==> src/rtl/iob_ptfloat_unpack_pkg.sv <==
// Shared PT-float width macros plus FSM encodings for iob_ptfloat_unpack.
// The macro block matches the shared iob_ptfloat_defs.vh definitions and is
// include-guarded with the same guard name, so either source may come first.
`ifndef IOB_PTFLOAT_DEFS_VH
`define IOB_PTFLOAT_DEFS_VH
`define EXP_MAX_W 16
`define MAN_MAX_W 28
`define EXP_MIN   (-32768)
`endif

package iob_ptfloat_unpack_pkg;

    localparam logic [1:0] ST_IDLE  = 2'd0;
    localparam logic [1:0] ST_SHIFT = 2'd1;
    localparam logic [1:0] ST_DONE  = 2'd2;

    typedef enum logic [1:0] {
        IDLE  = ST_IDLE,
        SHIFT = ST_SHIFT,
        DONE  = ST_DONE
    } state_e;

endpackage

==> src/rtl/iob_sext.sv <==
// Sign extension of a field whose width is only known at run time.
// width_i = 0 yields zero; bit width_i-1 is the sign bit otherwise.
module iob_sext #(
    parameter int unsigned IN_W  = 16,
    parameter int unsigned OUT_W = 16,
    parameter int unsigned SEL_W = 5
) (
    input  logic [IN_W-1:0]  data_i,
    input  logic [SEL_W-1:0] width_i,
    output logic [OUT_W-1:0] data_o
);

    logic [OUT_W-1:0] ext;
    logic [OUT_W-1:0] mask;
    logic [OUT_W-1:0] sign_mask;
    logic             sign;

    // Build a low-bit mask of the field, pick its top bit as sign, fill above.
    always_comb begin
        ext       = OUT_W'(data_i);
        mask      = (OUT_W'(1) << width_i) - OUT_W'(1);
        sign_mask = mask ^ (mask >> 1);
        sign      = |(ext & sign_mask);
        data_o    = sign ? (ext | ~mask) : (ext & mask);
    end

endmodule

==> src/rtl/iob_ptfloat_unpack.sv <==
// Serial unpacker for PT-float words {ew, exp[ew], man}: shifts the exponent
// out of the payload one bit per enabled cycle, then presents a sign-extended
// exponent and an MSB-aligned mantissa for one done_o pulse.
// Optional: define IOB_PTFLOAT_UNPACK_SPECIAL_EN for zero_o / nan_o flags.
module iob_ptfloat_unpack
    import iob_ptfloat_unpack_pkg::*;
#(
    parameter int unsigned DATA_W = 32,
    parameter int unsigned EW_W   = 4
) (
    input  logic                         clk_i,
    input  logic                         arst_n_i,
    input  logic                         cke_i,
    input  logic                         start_i,
    input  logic [DATA_W-1:0]            data_i,
    output logic                         busy_o,
    output logic                         done_o,
    output logic signed [`EXP_MAX_W-1:0] exp_o,
    output logic [`MAN_MAX_W-1:0]        man_o
`ifdef IOB_PTFLOAT_UNPACK_SPECIAL_EN
    ,
    output logic                         zero_o,
    output logic                         nan_o
`endif
);

    localparam int unsigned MW      = DATA_W - EW_W;
    localparam int unsigned CNT_W   = $clog2(MW + 1);
    localparam int unsigned XW      = `EXP_MAX_W;
    localparam int unsigned MAN_W   = `MAN_MAX_W;
    localparam int unsigned MAN_PAD = MAN_W - MW;

    state_e            state_q, state_d;
    logic [MW-1:0]     shreg_q, shreg_d;
    logic [XW-1:0]     acc_q, acc_d;
    logic [CNT_W-1:0]  cnt_q, cnt_d;
    logic [CNT_W-1:0]  ew_q, ew_d;
    logic [XW-1:0]     exp_q, exp_d;
    logic [MAN_W-1:0]  man_q, man_d;
    logic              busy_q, busy_d;
    logic              done_q, done_d;
`ifdef IOB_PTFLOAT_UNPACK_SPECIAL_EN
    logic              zero_q, zero_d;
    logic              nan_q, nan_d;
`endif

    logic [EW_W-1:0]   ew_raw;
    logic [CNT_W-1:0]  ew_sat;
    logic [XW-1:0]     exp_ext;
    logic [MAN_W-1:0]  man_al;

    // Exponent widths beyond the payload consume the whole payload.
    always_comb begin
        ew_raw = data_i[DATA_W-1 -: EW_W];
        ew_sat = (32'(ew_raw) > MW) ? CNT_W'(MW) : CNT_W'(ew_raw);
        man_al = MAN_W'(shreg_q) << MAN_PAD;
    end

    iob_sext #(
        .IN_W  (XW),
        .OUT_W (XW),
        .SEL_W (CNT_W)
    ) u_sext (
        .data_i  (acc_q),
        .width_i (ew_q),
        .data_o  (exp_ext)
    );

    // Next-state and datapath update for the IDLE/SHIFT/DONE sequence.
    always_comb begin
        state_d = state_q;
        shreg_d = shreg_q;
        acc_d   = acc_q;
        cnt_d   = cnt_q;
        ew_d    = ew_q;
        exp_d   = exp_q;
        man_d   = man_q;
        done_d  = 1'b0;
`ifdef IOB_PTFLOAT_UNPACK_SPECIAL_EN
        zero_d  = zero_q;
        nan_d   = nan_q;
`endif
        unique case (state_q)
            IDLE: begin
                if (start_i) begin
                    shreg_d = data_i[MW-1:0];
                    cnt_d   = ew_sat;
                    ew_d    = ew_sat;
                    acc_d   = '0;
                    state_d = SHIFT;
                end
            end
            SHIFT: begin
                if (cnt_q != '0) begin
                    shreg_d = {shreg_q[MW-2:0], 1'b0};
                    acc_d   = {acc_q[XW-2:0], shreg_q[MW-1]};
                    cnt_d   = cnt_q - CNT_W'(1);
                end else begin
                    state_d = DONE;
                    done_d  = 1'b1;
                    exp_d   = exp_ext;
                    man_d   = man_al;
`ifdef IOB_PTFLOAT_UNPACK_SPECIAL_EN
                    zero_d  = (shreg_q == '0);
                    nan_d   = (shreg_q == {1'b1, {(MW-1){1'b0}}}) && (ew_q != '0) &&
                              (acc_q == XW'((XW'(1) << ew_q) - XW'(1)));
`endif
                end
            end
            DONE: begin
                state_d = IDLE;
            end
            default: begin
                state_d = IDLE;
            end
        endcase
        busy_d = (state_d != IDLE);
    end

    // State and output registers; everything holds while cke_i is low.
    always_ff @(posedge clk_i or negedge arst_n_i) begin
        if (!arst_n_i) begin
            state_q <= IDLE;
            shreg_q <= '0;
            acc_q   <= '0;
            cnt_q   <= '0;
            ew_q    <= '0;
            exp_q   <= '0;
            man_q   <= '0;
            busy_q  <= 1'b0;
            done_q  <= 1'b0;
`ifdef IOB_PTFLOAT_UNPACK_SPECIAL_EN
            zero_q  <= 1'b0;
            nan_q   <= 1'b0;
`endif
        end else if (cke_i) begin
            state_q <= state_d;
            shreg_q <= shreg_d;
            acc_q   <= acc_d;
            cnt_q   <= cnt_d;
            ew_q    <= ew_d;
            exp_q   <= exp_d;
            man_q   <= man_d;
            busy_q  <= busy_d;
            done_q  <= done_d;
`ifdef IOB_PTFLOAT_UNPACK_SPECIAL_EN
            zero_q  <= zero_d;
            nan_q   <= nan_d;
`endif
        end
    end

    assign busy_o = busy_q;
    assign done_o = done_q;
    assign exp_o  = exp_q;
    assign man_o  = man_q;
`ifdef IOB_PTFLOAT_UNPACK_SPECIAL_EN
    assign zero_o = zero_q;
    assign nan_o  = nan_q;
`endif

endmodule

==> config.mk <==
export PLATFORM = sky130hd
export DESIGN_NAME = iob_ptfloat_unpack
export DESIGN_NICKNAME = d
export VERILOG_FILES = /design/src/rtl/iob_ptfloat_unpack_pkg.sv /design/src/rtl/iob_sext.sv /design/src/rtl/iob_ptfloat_unpack.sv
export SDC_FILE = /design/constraint.sdc
export NUM_CORES = 1
export LEC_CHECK = 0
export ABC_AREA = 1
export CORE_MARGIN = 2
export CORE_UTILIZATION = 25
export CTS_CLUSTER_DIAMETER = 200
export DETAILED_ROUTE_END_ITERATION = 7
export GPL_TIMING_DRIVEN = 0
export PLACE_DENSITY_LB_ADDON = 0.1
export SYNTH_ARGS = -nofsm -noshare
export SYNTH_HDL_FRONTEND = slang
export SYNTH_HIERARCHICAL = 1
export SYNTH_SLANG_ARGS = --single-unit
==> constraint.sdc <==
create_clock -name clk_i -period 2.53 [get_ports clk_i]
set_input_delay 0.6325 -clock clk_i [delete_from_list [all_inputs] [get_ports clk_i]]
set_output_delay 0.6325 -clock clk_i [all_outputs]
set_load 0.01 [all_outputs]
==> impl_metrics.toml, run 1 <==
[die]
std_cell_rows = 53
die_w_microns = 149
io_pins = 82
floorplan.core_area_sq_um = 20800
design.die.area_sq_um = 22200
floorplan.die.height_microns = 149
initial_utilization_pct = 25.2

[cells_and_area]
drive_gt1_share_pct = 16.6
synthToLayoutAreaGrowth_pct = 36.3
fin_util_pct = 34.4
antenna_cells_inserted = 0
fin_cells = 1084
layout_common_cells = "264 x nand2_1, 98 x dfrtp_1, 80 x clkdlybuf4s50_1"
layout.nets = 842
layout_commonest_cell = "nand2_1"

[critical_path]
critPathRequiredTime_ns = 2.77
critPathLaunchType = "flip-flop"
worst-setup-path-type = "flip-flop to flip-flop"
timing.critical_path.to_type = "flip-flop"
crit_fanout = 6
cp.arrival_ns = 2.74

[sta]
achievable-frequency_mhz = 400
timing.clock.skew_ns = 0.0160
final-hold-violation-count = 0
timing.final.max_slew_violations = 0
post-route-period-util_pct = 98.8
layout_min_cycle_time_ns = 2.50
final.hold.worst_slack_ns = 0.335
setup_repair_after_global_routing_missed_its_margin = "yes"
final_critical_path_setup_slack_ns = 0.0312
setup_viol = 0
worst-slew-pin-transition_ns = 0.722
timing.slew.headroom_pct = 51.9

[logic_synthesis]
post_synth_instance_area_sq_um = 5250
yosysSeqAreaShare_pct = 48.1
synth_seq_cells = 101
avgSynthCellArea_sq_um = 7.69
yosysTopAreaCellShare_pct = 48.1
async_flop_share_pct = 100
synth_top_cell_by_area = "dfrtp_1"
primary_ff_master_synth = "dfrtp_1"
synth.yosys.warnings = 6
synthCells = 683
postSynthNetCount = 721
synth.area.top_cells = "dfrtp_1 48%, nand2_1 19%, o21ai_0 6.3%"
synth.distinct_cells = 31
number_of_enable_flip_flop_cells_after_synthesis = 0

[routing]
wl_per_cell_microns = 13.7
finalWirelength_mm = 14.8
drt_iter0_markers = 234
post-route-drc-count = 0
average_vias_per_placed_instance = 4.35
ant_nets = 0
drt_pre_antenna_iters = 5
via_count_of_the_routed_design = 4713

[global_route]
grt_usage_pct = 13.6
antenna_found_initial = 1
first_pass_grt_wire_length_mm = 23.5
grt_max_degree = 52
grt_remaining_overflow = 0
grt_pass1_vias = 4621

[pwr]
design_power_total_uw = 8160
power_density_nw_per_um2 = 1140
vdd_ir_drop_max_v = 0.000370
p_leak_uw = 0.00349

[placed_design]
number_of_placed_cells_counting_well_taps = 1040
numPortBuffers = 81
finalWeightedCongestion = 0.869
detailedPlace.worstSlack_ns = -0.351
place_hpwl_mm = 10.7

[clocking]
root_buffer = "clkbuf_16"
tritoncts.num_buffers = 9
htree_num_levels = 3
clk_buf_depth = 2
clk-insertion-delay-late_ns = 0.35
clk_pin_slew_worst_paths_ns = 0.07
ctsHoldBuffers = 0
clock_tree_from_tritoncts = "done"
numClockSinks = 101

[hold_path]
min_path_type = "input port to async pin"

[status]
status = "completed"

[job]
max-cap-violations = 0
[state kept, by name (all words and copies together), names as in the netlist]
register	flops
ew_q	4
busy_o	1
man_o	28
cnt_q	5
exp_o	16
state_q	2
acc_q	16
man_al	28
done_o	1
[cells by family after synthesis]
group | Yosys count | share of synthesized area [%]
adder cells (fa/ha/maj) | 2 | 0.476
AO/OA/AOI/OAI | 120 | 13.3
flip-flops | 101 | 48.1
other | 1 | 0.0714
buffers and inverters | 94 | 8.43
AND/OR/NAND/NOR | 365 | 29.6
[per-stage QoR]
step / setup TNS [ns] / instance area, sq um
finish: 0 / 7160
global route: -0.947 / 7160
CTS: 0 / 6830
detailed placement: -4.65 / 6430
global placement: -340.84 / 6410
floorplan: 0 / 5250
[metal layers]
layer	global-route usage (%)	part of all wire, %	wire, microns
met5	0	0	0
met4	5.24	2.4	359
met3	3.21	4.6	679
met2	22.2	47	7020
met1	17.5	46	6790
[area by class of cell]
class / count / area (sq um)
fillers: 2238 / 13700
flip-flops and latches: 101 / 2530
multi-input cells: 488 / 2420
repair buffers: 110 / 1070
well taps: 275 / 344
inverters: 64 / 260
clock buffers: 10 / 239
plain buffers: 30 / 220
clock inverters: 6 / 68.8
[cells in the mapped netlist (2+ instances only)]
library cell	count
nor2_4	3
buf_4	5
o21bai_1	8
nand2_2	12
nor2_2	5
nor2_1	24
buf_6	8
dfrtp_1	101
buf_2	9
clkbuf_1	7
inv_1	55
nand3_1	40
o21ai_0	66
inv_2	9
nand3_2	4
o21bai_2	10
o21ai_2	2
o21ai_1	29
ha_1	2
nand4_1	3
nand2_1	269
a21oi_1	2
nand3b_1	2
[final timing paths]
kind	from	slack, ns	depth (start not counted)	end
hold / removal	arst_n_i	0.34	1	exp_o[1]
setup reg to reg	ew_q[3]	0.03	17	exp_o[1]
min in group clk_i	exp_o[8]	0.47	2	exp_o[8]
max in group asynchronous	arst_n_i	1.48	2	cnt_q[4]
setup / recovery	ew_q[3]	0.03	17	exp_o[1]
hold reg to reg	exp_o[8]	0.47	2	exp_o[8]
[where the power goes]
part           switching [uW]  internal [uW]
combinational            2350           1830
clock                     652            802
sequential                324           2200
total                    3330           4830
[repair_timing]
item | in CTS | in global routing
setup buffers | 5 | 22
cloned | 0 | 1
endpoints found under the setup margin | 16 | 16
pin swaps | 6 | 25
resized for setup | 15 | 33
[worst max-delay path, stage by stage (launching register included)]
cell,delay (ns)
dfrtp_2,0.44
nor2_4,0.21
buf_6,0.17
nand2_4,0.06
ha_4,0.20
inv_4,0.07
nand4_1,0.14
nand2_2,0.13
nand3b_1,0.07
nand2_1,0.06
nand2_1,0.07
nor2_2,0.16
nand3_4,0.13
buf_6,0.16
o21bai_1,0.13
nand2_1,0.07
nand2_1,0.07
nand2_1,0.05
(Power assumes the default switching activity.)
==> inputs of run 2 (changes only) <==
--- a/config.mk
+++ b/config.mk
@@ -6,6 +6,8 @@
 export NUM_CORES = 1
 export LEC_CHECK = 0
 export ABC_AREA = 1
+export CELL_PAD_IN_SITES_DETAIL_PLACEMENT = 1
+export CELL_PAD_IN_SITES_GLOBAL_PLACEMENT = 1
 export CORE_MARGIN = 2
 export CORE_UTILIZATION = 25
 export CTS_CLUSTER_DIAMETER = 200
==> impl_metrics.toml, run 2 (synthesis gave the netlist of run 1 again) <==
[status]
status = "completed"

[sta]
final-hold-violation-count = 0
timing.slew.headroom_pct = 62.7
setup_viol = 0
timing.clock.skew_ns = 0.00872
setup_repair_after_global_routing_missed_its_margin = "yes"
achievable-frequency_mhz = 409
worst-slew-pin-transition_ns = 0.560
fin_tns_setup_ns = 0
post-route-period-util_pct = 96.6
layout_min_cycle_time_ns = 2.44
timing.final.max_slew_violations = 0

[global_route]
grt_max_degree = 68
antenna_found_initial = 0
grt_pass1_vias = 5233
grt_remaining_overflow = 0
first_pass_grt_wire_length_mm = 27.8
grt_usage_pct = 15.9

[cells_and_area]
antenna_cells_inserted = 0
drive_gt1_share_pct = 15.2
layout_commonest_cell = "nand2_1"
layout_common_cells = "262 x nand2_1, 98 x dfrtp_1, 80 x clkdlybuf4s50_1"
layout.nets = 832
synthToLayoutAreaGrowth_pct = 33.0
fin_util_pct = 33.5
nFillCells = 2569

[critical_path]
cp.arrival_ns = 2.68
worst-setup-path-type = "flip-flop to flip-flop"
worstSetupStartpoint = "ew_q[3]"
crit_fanout = 5
timing.critical_path.to_type = "flip-flop"
critPathRequiredTime_ns = 2.77
critical_path.reg2reg.startpoint = "ew_q[3]"
critPathLaunchType = "flip-flop"

[routing]
finalWirelength_mm = 16.8
average_vias_per_placed_instance = 4.50
via_count_of_the_routed_design = 4821
wl_per_cell_microns = 15.7
ant_nets = 0
drt_iter0_markers = 219
drt_pre_antenna_iters = 4
post-route-drc-count = 0

[die]
die_w_microns = 149
floorplan.core_area_sq_um = 20800
std_cell_rows = 53
initial_utilization_pct = 25.2
io_pins = 82
floorplan.die.height_microns = 149
design.die.area_sq_um = 22200

[clocking]
clk_buf_depth = 2
clk_pin_slew_worst_paths_ns = 0.07
htree_num_levels = 3
clk-insertion-delay-late_ns = 0.35
root_buffer = "clkbuf_16"
ctsHoldBuffers = 0
numClockSinks = 101
clock_tree_from_tritoncts = "done"
tritoncts.num_buffers = 9

[placed_design]
numPortBuffers = 81
place_hpwl_mm = 12.3
finalWeightedCongestion = 0.765

[pwr]
vdd_ir_drop_max_v = 0.000428
design_power_total_uw = 8050
power_density_nw_per_um2 = 1150
p_leak_uw = 0.00339

[job]
max-cap-violations = 0

[hold_path]
min_path_type = "input port to async pin"
-- run 2: cell types whose count changed in the layout (fill, tap and decap cells not counted), sizes merged --
cell / before / now
clkbuf: 18 / 16
clkinvlp: 1 / 3
inv: 66 / 65
clkinv: 2 / 0
buf: 52 / 43
-- run 2: critical path, stage by stage, from the launching register on --
cell      delay [ns]
dfrtp_2         0.44
nor2_4          0.17
nand2_4         0.07
inv_2           0.06
nand2_2         0.08
ha_4            0.21
inv_4           0.07
nand4_1         0.15
nand2_2         0.15
nand3b_1        0.08
nand2_1         0.08
nand2_1         0.06
nor2_2          0.09
nand3_2         0.12
buf_6           0.15
o21bai_1        0.11
nand2_1         0.10
nand2_1         0.10
nand2_1         0.05
-- run 2: metrics by stage --
stage	setup slack, ns	hold WS, ns	area, sq um	std cells
final	0.0851	0.257	6980	1072
after CTS	0.00430	0.255	6890	1066
after detailed placement	-0.573	0.462	6430	1040
after global routing	-0.127	0.276	6980	1072
after floorplan	0.121	0.337	5250	683
after global placement	-3.34	0.454	6410	1039
-- run 2: repair_timing --
item / in CTS / in global routing
buffers inserted: 12 / 6
gates cloned: 0 / 0
hold endpoints to repair: 0 / 0
gates resized for setup: 24 / 11
pin swaps: 11 / 16
setup endpoints to repair: 16 / 16
-- run 2: path summary, 6_finish.rpt --
path / to / slack [ns] / cells after the start
setup / recovery: exp_o[3] / 0.09 / 18
hold / removal: exp_o[14] / 0.26 / 1
setup reg to reg: exp_o[3] / 0.09 / 18
hold reg to reg: exp_o[3] / 0.48 / 2
max in group asynchronous: ew_q[3] / 1.53 / 2
min in group clk_i: exp_o[3] / 0.48 / 2
-- run 2: report_power, final --
group	switching (uW)	leakage [uW]	total, uW	internal [uW]
sequential	347	0.00132	2550	2200
combinational	2420	0.00194	4090	1670
clock	650	0.000130	1410	761
total	3420	0.00339	8050	4630
-- run 2: final cells by class --
class / count / area (sq um) / area share [%]
Sequential cell: 101 / 2530 / 36.2
Multi-Input combinational cell: 488 / 2370 / 33.9
Timing Repair Buffer: 100 / 991 / 14.2
Tap cell: 275 / 344 / 4.93
Inverter: 64 / 253 / 3.62
Clock buffer: 9 / 225 / 3.22
Buffer: 30 / 213 / 3.05
Clock inverter: 5 / 61.3 / 0.878
-- run 2: routing by layer --
metal	up-vias	global-route usage (%)	wire length (microns)
met1	2364	19.7	7500
li1	2367	-	-
met5	-	0	0
met2	73	28.2	8450
met4	0	3.71	250
met3	17	3.30	583
